--- config.mk ---
export PLATFORM = sky130hd
export DESIGN_NAME = maxnet_datapath
export DESIGN_NICKNAME = d
export VERILOG_FILES = /design/src/rtl/maxnet_datapath.sv
export SDC_FILE = /design/constraint.sdc
export NUM_CORES = 1
export LEC_CHECK = 0
export ABC_AREA = 0
export BUFFER_PORTS_ARGS = -buffer_cell sky130_fd_sc_hd__buf_2
export CORE_UTILIZATION = 57
export DETAILED_ROUTE_END_ITERATION = 12
export GPL_TIMING_DRIVEN = 0
export PLACE_DENSITY = 0.85
export SYNTH_ARGS = -nofsm -noshare
export SYNTH_HDL_FRONTEND = slang
export SYNTH_SLANG_ARGS = --single-unit
--- constraint.sdc ---
create_clock -name clk -period 6.15 [get_ports clk]
set_input_delay 0.3075 -clock clk [delete_from_list [all_inputs] [get_ports clk]]
set_output_delay 0.3075 -clock clk [all_outputs]
set_load 0.005 [all_outputs]
--- src/rtl/maxnet_datapath.sv ---
// rtl/maxnet_datapath.sv - four-neuron MaxNet lateral-inhibition datapath
//
// Holds four unsigned activations a[0..3]. Each cycle it either loads the
// external activations or applies one inhibition step:
//     next_i = max(a_i - ((sum of the other three) >> EPS_SHIFT), 0)
// finish, winner, winner_valid and max_out are combinational from the registers.
//
// Optional feature: MAXNET_ITER_LIMIT_EN adds an 8-bit iteration counter that
// forces finish once MAX_ITER iterations have run since the last load.
//
// Ports:
//   clk          in   clock, rising edge
//   rst          in   asynchronous active-high reset
//   load_reg     in   register write enable
//   sel          in   0: load x0..x3, 1: load inhibition result
//   x0..x3       in   initial activations, WIDTH bits each
//   finish       out  at most one register nonzero (or iteration limit hit)
//   winner       out  index of lowest-numbered nonzero register, 0 if none
//   winner_valid out  exactly one register nonzero
//   max_out      out  a[winner], 0 if all registers are zero
module maxnet_datapath #(
    parameter int WIDTH     = 16,
    parameter int EPS_SHIFT = 3,
    parameter int MAX_ITER  = 15
) (
    input  logic             clk,
    input  logic             rst,
    input  logic             load_reg,
    input  logic             sel,
    input  logic [WIDTH-1:0] x0,
    input  logic [WIDTH-1:0] x1,
    input  logic [WIDTH-1:0] x2,
    input  logic [WIDTH-1:0] x3,
    output logic             finish,
    output logic [1:0]       winner,
    output logic             winner_valid,
    output logic [WIDTH-1:0] max_out
);

    logic [WIDTH-1:0] a      [4];
    logic [WIDTH-1:0] x      [4];
    logic [WIDTH-1:0] next_a [4];
    logic [WIDTH+1:0] total;
    logic [WIDTH+1:0] others [4];
    logic [WIDTH+1:0] inh    [4];
    logic [2:0]       nz_count;
    logic             any_nz;

    assign x[0] = x0;
    assign x[1] = x1;
    assign x[2] = x2;
    assign x[3] = x3;

    // Inhibition step. total is two bits wider than an activation so the
    // four-way sum cannot overflow; inh_i can exceed a_i, hence the clamp.
    always_comb begin
        total = '0;
        for (int i = 0; i < 4; i++) begin
            total = total + {2'b00, a[i]};
        end
        for (int i = 0; i < 4; i++) begin
            others[i] = total - {2'b00, a[i]};
            inh[i]    = others[i] >> EPS_SHIFT;
            if ({2'b00, a[i]} > inh[i]) begin
                // inh[i] < a[i] here, so its upper two bits are zero
                next_a[i] = a[i] - inh[i][WIDTH-1:0];
            end else begin
                next_a[i] = '0;
            end
        end
    end

    always_ff @(posedge clk or posedge rst) begin
        if (rst) begin
            for (int i = 0; i < 4; i++) begin
                a[i] <= '0;
            end
        end else if (load_reg) begin
            for (int i = 0; i < 4; i++) begin
                a[i] <= sel ? next_a[i] : x[i];
            end
        end
    end

`ifdef MAXNET_ITER_LIMIT_EN
    logic [7:0] iter;

    always_ff @(posedge clk or posedge rst) begin
        if (rst) begin
            iter <= '0;
        end else if (load_reg) begin
            if (!sel) begin
                iter <= '0;
            end else if (iter != 8'hFF) begin
                iter <= iter + 8'd1;
            end
        end
    end
`endif

    // Status decode. The loop runs high to low so the last assignment wins,
    // giving index 0 the highest priority.
    always_comb begin
        nz_count = '0;
        winner   = 2'd0;
        for (int i = 3; i >= 0; i--) begin
            if (a[i] != '0) begin
                nz_count = nz_count + 3'd1;
                winner   = 2'(i);
            end
        end
        any_nz       = (nz_count != 3'd0);
        winner_valid = (nz_count == 3'd1);
        max_out      = any_nz ? a[winner] : '0;
`ifdef MAXNET_ITER_LIMIT_EN
        // Breaks exact ties that stall once inh truncates to zero.
        finish = (nz_count <= 3'd1) || (iter >= 8'(MAX_ITER));
`else
        finish = (nz_count <= 3'd1);
`endif
    end

endmodule

# Word-level counts from Yosys, hierarchy flattened
# Cells that the tools add are included.
# classes
n_addsub	14
reduce_logical	5
bitwise_logic	1
eq_ne	1
muxes	20
order_cmp	6
# op_table
operator	count
2-to-1 mux 16 bit	11
subtractor 18 x 16 -> 18 bit	4
greater-than comparator 16 x 15 -> 1 bit	4
nonzero test 16 bit	4
subtractor 16 x 15 -> 16 bit	4
binary-select mux 16 bit (select 2 bit)	1
adder 17 x 16 -> 18 bit	1
adder 18 x 16 -> 18 bit	1
adder 16 x 16 -> 17 bit	1
adder 3 x 1 -> 3 bit (second input constant)	3
2-to-1 mux 3 bit	3
2-to-1 mux 2 bit	4
== test 3 x 1 -> 1 bit (second input constant)	1
>= comparator 3 bit (second input constant)	1
less-or-equal comparator 3 x 1 -> 1 bit (second input constant)	1
NOT 2 -> 3 bit	1
nonzero test 3 bit	1
2-to-1 mux 1 bit	1
# totals
word_cells	51
reg_bits	64

# Depth between registers and ports, before layout
# Gate-level depths: netlist of run 1.
# logic_depth
ltp_word	10
mapped_depth	34
mapped_depth_nobuf	34

# Worst setup path after synthesis of run 1
# OpenSTA, ideal clock, no wires.
# synth_timing
path_kind	reg2reg
from	register a[1] (netlist bit)
to	register a[12] (netlist bit)
path_stages_with_launch	34
arrival_time_ns	6.642
slack_ns	-0.629
period_less_slack_ns	6.779
path_buffers	1
required_ns	6.013
setup_ns	0.137
cell_sequence	dfrtp_1 inv_1 fa_1 fa_1 inv_1 ha_1 inv_1 fa_1 nor2b_1 o21a_1 o21ai_1 nand2b_1 a31o_2 a21oi_1 xnor2_1 ha_1 a21o_1 a21o_1 a21oi_1 nor2b_1 a311oi_1 o21ai_0 nor3_2 nor2_1 ha_1 nand3_1 or3_1 o31a_1 nor3b_1 a21oi_1 o21ai_1 buf_2 a221oi_1 a21oi_1
# synth_via
elab_chain_len	5
elab_cells_between_ends	6
cone_classes	add/sub: 3; order compare: 1; mux: 2
# synth_rtl
item	line	text
from (decl)	40	logic [WIDTH-1:0] a [4];
from (signal, indexed assignment)	80	a[i] <= sel ? next_a[i] : x[i];
adder 18 x 16 -> 18 bit	59	total = total + {2'b00, a[i]};
subtractor 18 x 16 -> 18 bit	62	others[i] = total - {2'b00, a[i]};
subtractor 16 x 15 -> 16 bit or greater-than comparator 16 x 15 -> 1 bit (tied branches)	66, 64	
2-to-1 mux 16 bit (*)	64	if ({2'b00, a[i]} > inh[i]) begin
2-to-1 mux 16 bit (*)	80	
# Every way passes the cells marked *; elsewhere a longest branch is shown, timed or not.
# A chain may end at the register's enable or synchronous reset.

# Worst setup path in the final report of run 1
# layout_timing
from	register a[1] (netlist bit)
to	register a[4] (netlist bit)
# The elaborated chain is that of the path after synthesis.

==> results.cfg, run 1 <==
[outcome]
status = complete, but fails checks
violations = negative setup slack

[logic_synthesis]
synthFlopType = dfrtp_1
syn_inst = 1238
synth_edf_count = 0
synthAdderAreaFrac = 0.247
synth_top_family_by_area = compound AO/OA/AOI/OAI gates
synth-compound-area-share = 0.282
synthMuxAreaShare = 0.00408
async_flop_share = 1.00
synth_cell_types = 74
syn-cell-area_mm2 = 0.0101
ys_seq_elements = 64
synthSimpleGateAreaFrac = 0.150
avgSynthCellArea_um2 = 8.17
yosys_warnings = 0
syn-num-nets = 1484
synth-xor-area-share = 0.0934
seq_area_frac_synth = 0.158

[grt]
grt_antenna_before_repair = 0
grt-ovfl-total = 0
gr-usage-all-layers = 0.415
grt_max_degree = 37
grt_pass1_wl_mm = 57.1
grt_pass1_vias = 10600

[clock_tree]
htreeDepth = 3
cts_made_buffers = 9
root_buffer = clkbuf_16
numClockSinks = 64
cts.clk_slew.worst_paths_ps = 60
cts_tree = done
clk_latency_ps = 360
ctsLongestPathBuffers = 2

[sta]
finClkSkew_ps = 7.49
fin_crit_ps = 6980
hold_viol_final = 0
setup_viol = 64
relSlewSlack = 0.229
setup_ws_ps = -828
finalSetupTns_ps = -42240
grt_setup_unrepaired = true
fin_crit_sh = 1.13
worst_pin_slew_ps = 1160
max_freq_ghz = 0.143
slew_viol_final = 0

[critical_path]
crit_slowest_cell = fa_1
startpoint_type = register
path_buf_inv = 7
critPathMaxStageDelay_ps = 490
cp-end-kind = register
path_class = reg2reg
critical_path_arrival_ps = 7180
cp.required_ps = 6350
cp_max_fo = 6
crit_family = adder cells

[layout]
diodes = 0
multi_input_area_mm2 = 0.00898
final_cell_mix = inv_1, ha_1, a21oi_1
nets = 1682
drive_above_1_share = 0.284
area_delta_synth_final_pct = 29.7
largest_register = a
layout_commonest_cell = inv_1
regArea_mm2 = 0.00161
largest_reg_flops = 64
top_regs = a (64)
fillerInstances = 1161

[drt]
via_count = 11500
drt_iter0_drc = 1612
drt_pass1_iterations = 5
final_antenna_net_count = 0
drc_errors = 0
routed_via_density = 6.91
wl_mm = 40.1
wl_per_cell_um = 24.1

[die]
placementRows = 48
start_util = 0.585
fp.dieH_um = 135
die-area_mm2 = 0.0183
coreArea_mm2 = 0.0173
fp.dieW_um = 135
ios = 88

[flow_run]
drv_cap = 0

[min_path]
hp-class = in2reg

[placement]
post-dp-hpwl_mm = 27.2
port_buffers = 86
place.gp.congestion = 1.00
==> worst register-to-register path: cells and delay by family, from the launching register on <==
family          cells  cell delay, ps
flops               1             430
buf+inv             7             880
simple gates        7            1480
fa+ha+maj           6            1990
compound gates     11            1750
xor+xnor            2             300
==> timing repair <==
item,4_1_cts,5_1_grt
endpoints found under the setup margin,64,64
gates cloned,2,1
setup buffers,70,26
pin swaps,63,60
hold endpoints to repair,28,0
hold buffers,1,0
resized for setup,126,61
==> worst paths after layout <==
path | startpoint | to | slack [ps] | cells past startpoint
max in group asynchronous | rst | a[46] | 5040 | 4
min reg2reg | a[19] | a[19] | 600 | 2
max reg2reg | a[1] | a[4] | -830 | 33
min | x3[13] | a[13] | 170 | 3
min in group asynchronous | rst | a[18] | 500 | 3
max | a[1] | a[4] | -830 | 33
==> layer usage <==
| metal | GRT usage | share of wire | vias up | wire, um |
|---|---|---|---|---|
| met3 | 0.0804 | 0.12 | 285 | 5000 |
| met1 | 0.535 | 0.37 | 5338 | 14600 |
| met2 | 0.645 | 0.43 | 976 | 17300 |
| met4 | 0.247 | 0.077 | 0 | 3080 |
| met5 | 0 | 0 | - | 0 |
| li1 | - | - | 4902 | - |
==> through the flow <==
step                      instance area (um2)  hold WS [ps]  setup WS, ps  utilization  instances
after global placement                  11000           529         -1170        0.638       1549
after global routing                    13100           182         -1050        0.758       1664
after CTS                               12600           174          -590        0.727       1637
after detailed placement                11100           347         -1320        0.639       1550
after floorplan                         10300           442          -221            -       1238
final                                   13100           173          -828        0.758       1664
==> synthesized netlist by cell type, types with 14 or more instances <==
| master | n | area [um2] |
|---|---|---|
| fa_1 | 36 | 721 |
| a221oi_1 | 53 | 464 |
| nand4_1 | 14 | 87.6 |
| xnor2_1 | 63 | 552 |
| a21oi_1 | 125 | 626 |
| o21a_1 | 16 | 120 |
| nor2_1 | 102 | 383 |
| xor2_1 | 43 | 377 |
| nand2_1 | 65 | 244 |
| clkbuf_1 | 27 | 101 |
| ha_1 | 142 | 1780 |
| nor4_1 | 18 | 113 |
| inv_1 | 138 | 518 |
| nor2b_1 | 14 | 87.6 |
| a21o_1 | 40 | 300 |
| o21ai_0 | 53 | 265 |
| nor3_1 | 22 | 110 |
| nand3_1 | 25 | 125 |
| dfrtp_1 | 64 | 1600 |
==> logic make-up (layout without fill, tap and decap cells) <==
logic type                 count (synthesis)  in the layout
AOI/OAI and AO/OA                        401            401
and+or+nand+nor                          314            314
adders and majority gates                178            178
buffers and inverters                    170            371
xor gates and xnor gates                 107            107
DFF                                       64             64
muxes                                      4              4
==> final cells by class <==
type / instances / share of cell area
multi-input combinational: 1004 / 0.685
sequential: 64 / 0.123
timing repair buffer: 187 / 0.0982
inverter: 138 / 0.0399
tap: 225 / 0.0215
clock buffer: 14 / 0.0209
buffer: 32 / 0.0120
Power of run 1 is not shown: default switching activity piles up to over one toggle a cycle in this logic, so the estimate is an artifact.
==> run 2: changes to the inputs <==
--- a/config.mk
+++ b/config.mk
@@ -6,6 +6,7 @@
 export NUM_CORES = 1
 export LEC_CHECK = 0
 export ABC_AREA = 0
+export ABC_CLOCK_PERIOD_IN_PS = 6150
 export BUFFER_PORTS_ARGS = -buffer_cell sky130_fd_sc_hd__buf_2
 export CORE_UTILIZATION = 57
 export DETAILED_ROUTE_END_ITERATION = 12
==> constraint.sdc (replaced) <==
create_clock -name clk -period 6.15 [get_ports clk]
set_input_delay 0.9225 -clock clk [delete_from_list [all_inputs] [get_ports clk]]
set_output_delay 0.9225 -clock clk [all_outputs]
set_load 0.005 [all_outputs]
==> run 2 against run 1 <==
  * The run still ends with negative setup slack left
  * Via count down 0.51%
  * Design area barely moved
  * Die area is the same
  * Maximum frequency shrank 0.14%
  * Setup slack got worse by 9.8 ps
  * Register-to-register slack about the same
  * Critical path depth down 7
  * First-iteration DRC count shrank 7.1%
  * Final cell count hardly changed
  * Wire length grew 0.14%
  * Hold slack better by 400 ps
  * Critical path type unchanged
  * Largest cell class unchanged
  * Highest routed layer is now met5
==> results.cfg, run 2 (synthesis gave the netlist of run 1 again) <==
[layout]
largest_reg_flops = 64
diodes = 0
drive_above_1_share = 0.284
fillerInstances = 1162
area_delta_synth_final_pct = 29.6
nets = 1681
largest_register = a
layout_commonest_cell = inv_1
top_regs = a (64)
postLayoutCoreUtil = 0.758
final_cell_mix = inv_1, ha_1, a21oi_1

[critical_path]
cp-end-kind = register
cp.required_ps = 6350
r2r_slack_ps = -840
startpoint_type = register
path_buf_inv = 3
crit_slowest_cell = fa_1
path_class = reg2reg
crit_family = adder cells
cpMostUsedCell = ha_1
reg2reg_depth = 26
reg2reg_to = a[4]
critPathMaxStageDelay_ps = 500
critical_path_arrival_ps = 7190
reg2reg_from = a[24]
cp.depth = 26
cp_max_fo = 6

[placement]
place.gp.congestion = 1.00
port_buffers = 86
post-dp-hpwl_mm = 27.2

[drt]
drt_iter0_drc = 1498
wl_mm = 40.1
via_count = 11400
drt_pass1_iterations = 7
drc_errors = 0
routed_via_density = 6.88
final_antenna_net_count = 0
wl_per_cell_um = 24.1

[sta]
fin_crit_ps = 6990
setup_viol = 64
relSlewSlack = 0.229
grt_setup_unrepaired = true
finClkSkew_ps = 8.38
max_freq_ghz = 0.143
setup_ws_ps = -838
fin_crit_sh = 1.14
worst_pin_slew_ps = 1160
slew_viol_final = 0
hold-worst-slack_ps = 571
hold_viol_final = 0

[die]
start_util = 0.585
coreArea_mm2 = 0.0173
ios = 88
placementRows = 48
fp.dieH_um = 135
die-area_mm2 = 0.0183
fp.dieW_um = 135

[grt]
grt-ovfl-total = 0
grt_antenna_before_repair = 0
grt_pass1_vias = 10600
grt_pass1_wl_mm = 57.1
grt_max_degree = 37
gr-usage-all-layers = 0.415

[clock_tree]
cts.clk_slew.worst_paths_ps = 60
cts_hold_buf = 0
clk_latency_ps = 360
htreeDepth = 3
cts_made_buffers = 9
numClockSinks = 64
root_buffer = clkbuf_16
ctsLongestPathBuffers = 2
cts_tree = done

[outcome]
violations = negative setup slack
status = complete, but fails checks

[min_path]
hp-class = in2async

[flow_run]
drv_cap = 0
==> run 2: how the worst max path moves through the flow <==
| stage | end | from |
|---|---|---|
| 3_5_place_dp | a[21] | a[18] |
| 3_3_place_gp | a[30] | a[18] |
| 4_1_cts | a[29] | a[17] |
| 5_1_grt | a[7] | a[1] |
| 6_report | a[4] | a[24] |
| 2_1_floorplan | a[29] | a[17] |
==> run 2: layout make-up <==
class	count	area, um2	share of cell area
buffer	32	158	0.0120
clock buffer	14	274	0.0209
inverter	138	523	0.0399
multi-input combinational	1004	8980	0.685
sequential	64	1610	0.123
tap	225	282	0.0215
timing repair buffer	186	1280	0.0976
==> run 2: worst register-to-register path: stages (launching register included) <==
cell and delay (ps):
dfrtp_1 430, inv_1 220, fa_1 470, fa_1 500, inv_1 60, ha_1 500, and3_1 350, nand3_1 110
o2111ai_1 340, nand2_1 150, xnor2_2 420, ha_1 370, and3_1 190, a21oi_2 140, o21ai_2 90, nor3_2 230
xnor2_1 110, ha_1 360, nand3_2 100, or3_4 380, o31a_1 320, nor3b_2 160, a21oi_2 170, o21ai_4 140
buf_6 180, a221oi_2 260, a21oi_1 70
==> run 2: repair_timing <==
item / CTS / global route
gates resized for setup: 126 / 61
endpoints found under the setup margin: 64 / 64
buffers inserted: 70 / 26
cloned: 2 / 1
pin swaps: 63 / 60
==> run 2: routing by layer <==
metal | up-vias | wire (um) | GRT usage
li1 | 4905 | - | -
met1 | 5302 | 14600 | 0.535
met2 | 970 | 17500 | 0.645
met3 | 263 | 5020 | 0.0804
met4 | 2 | 3020 | 0.247
met5 | - | 14 | 0
==> run 2: metrics by stage <==
stage / instance area [um2] / setup slack, ps / TNS (ps) / instances
5_1_grt: 13100 / -1050 / -55960 / 1663
3_3_place_gp: 11000 / -1170 / -63680 / 1549
3_5_place_dp: 11100 / -1320 / -70360 / 1550
4_1_cts: 12600 / -590 / -26580 / 1636
6_report: 13100 / -838 / -42040 / 1663
2_1_floorplan: 10300 / -221 / -4990 / 1238
Power of run 2 is left out for the same reason.
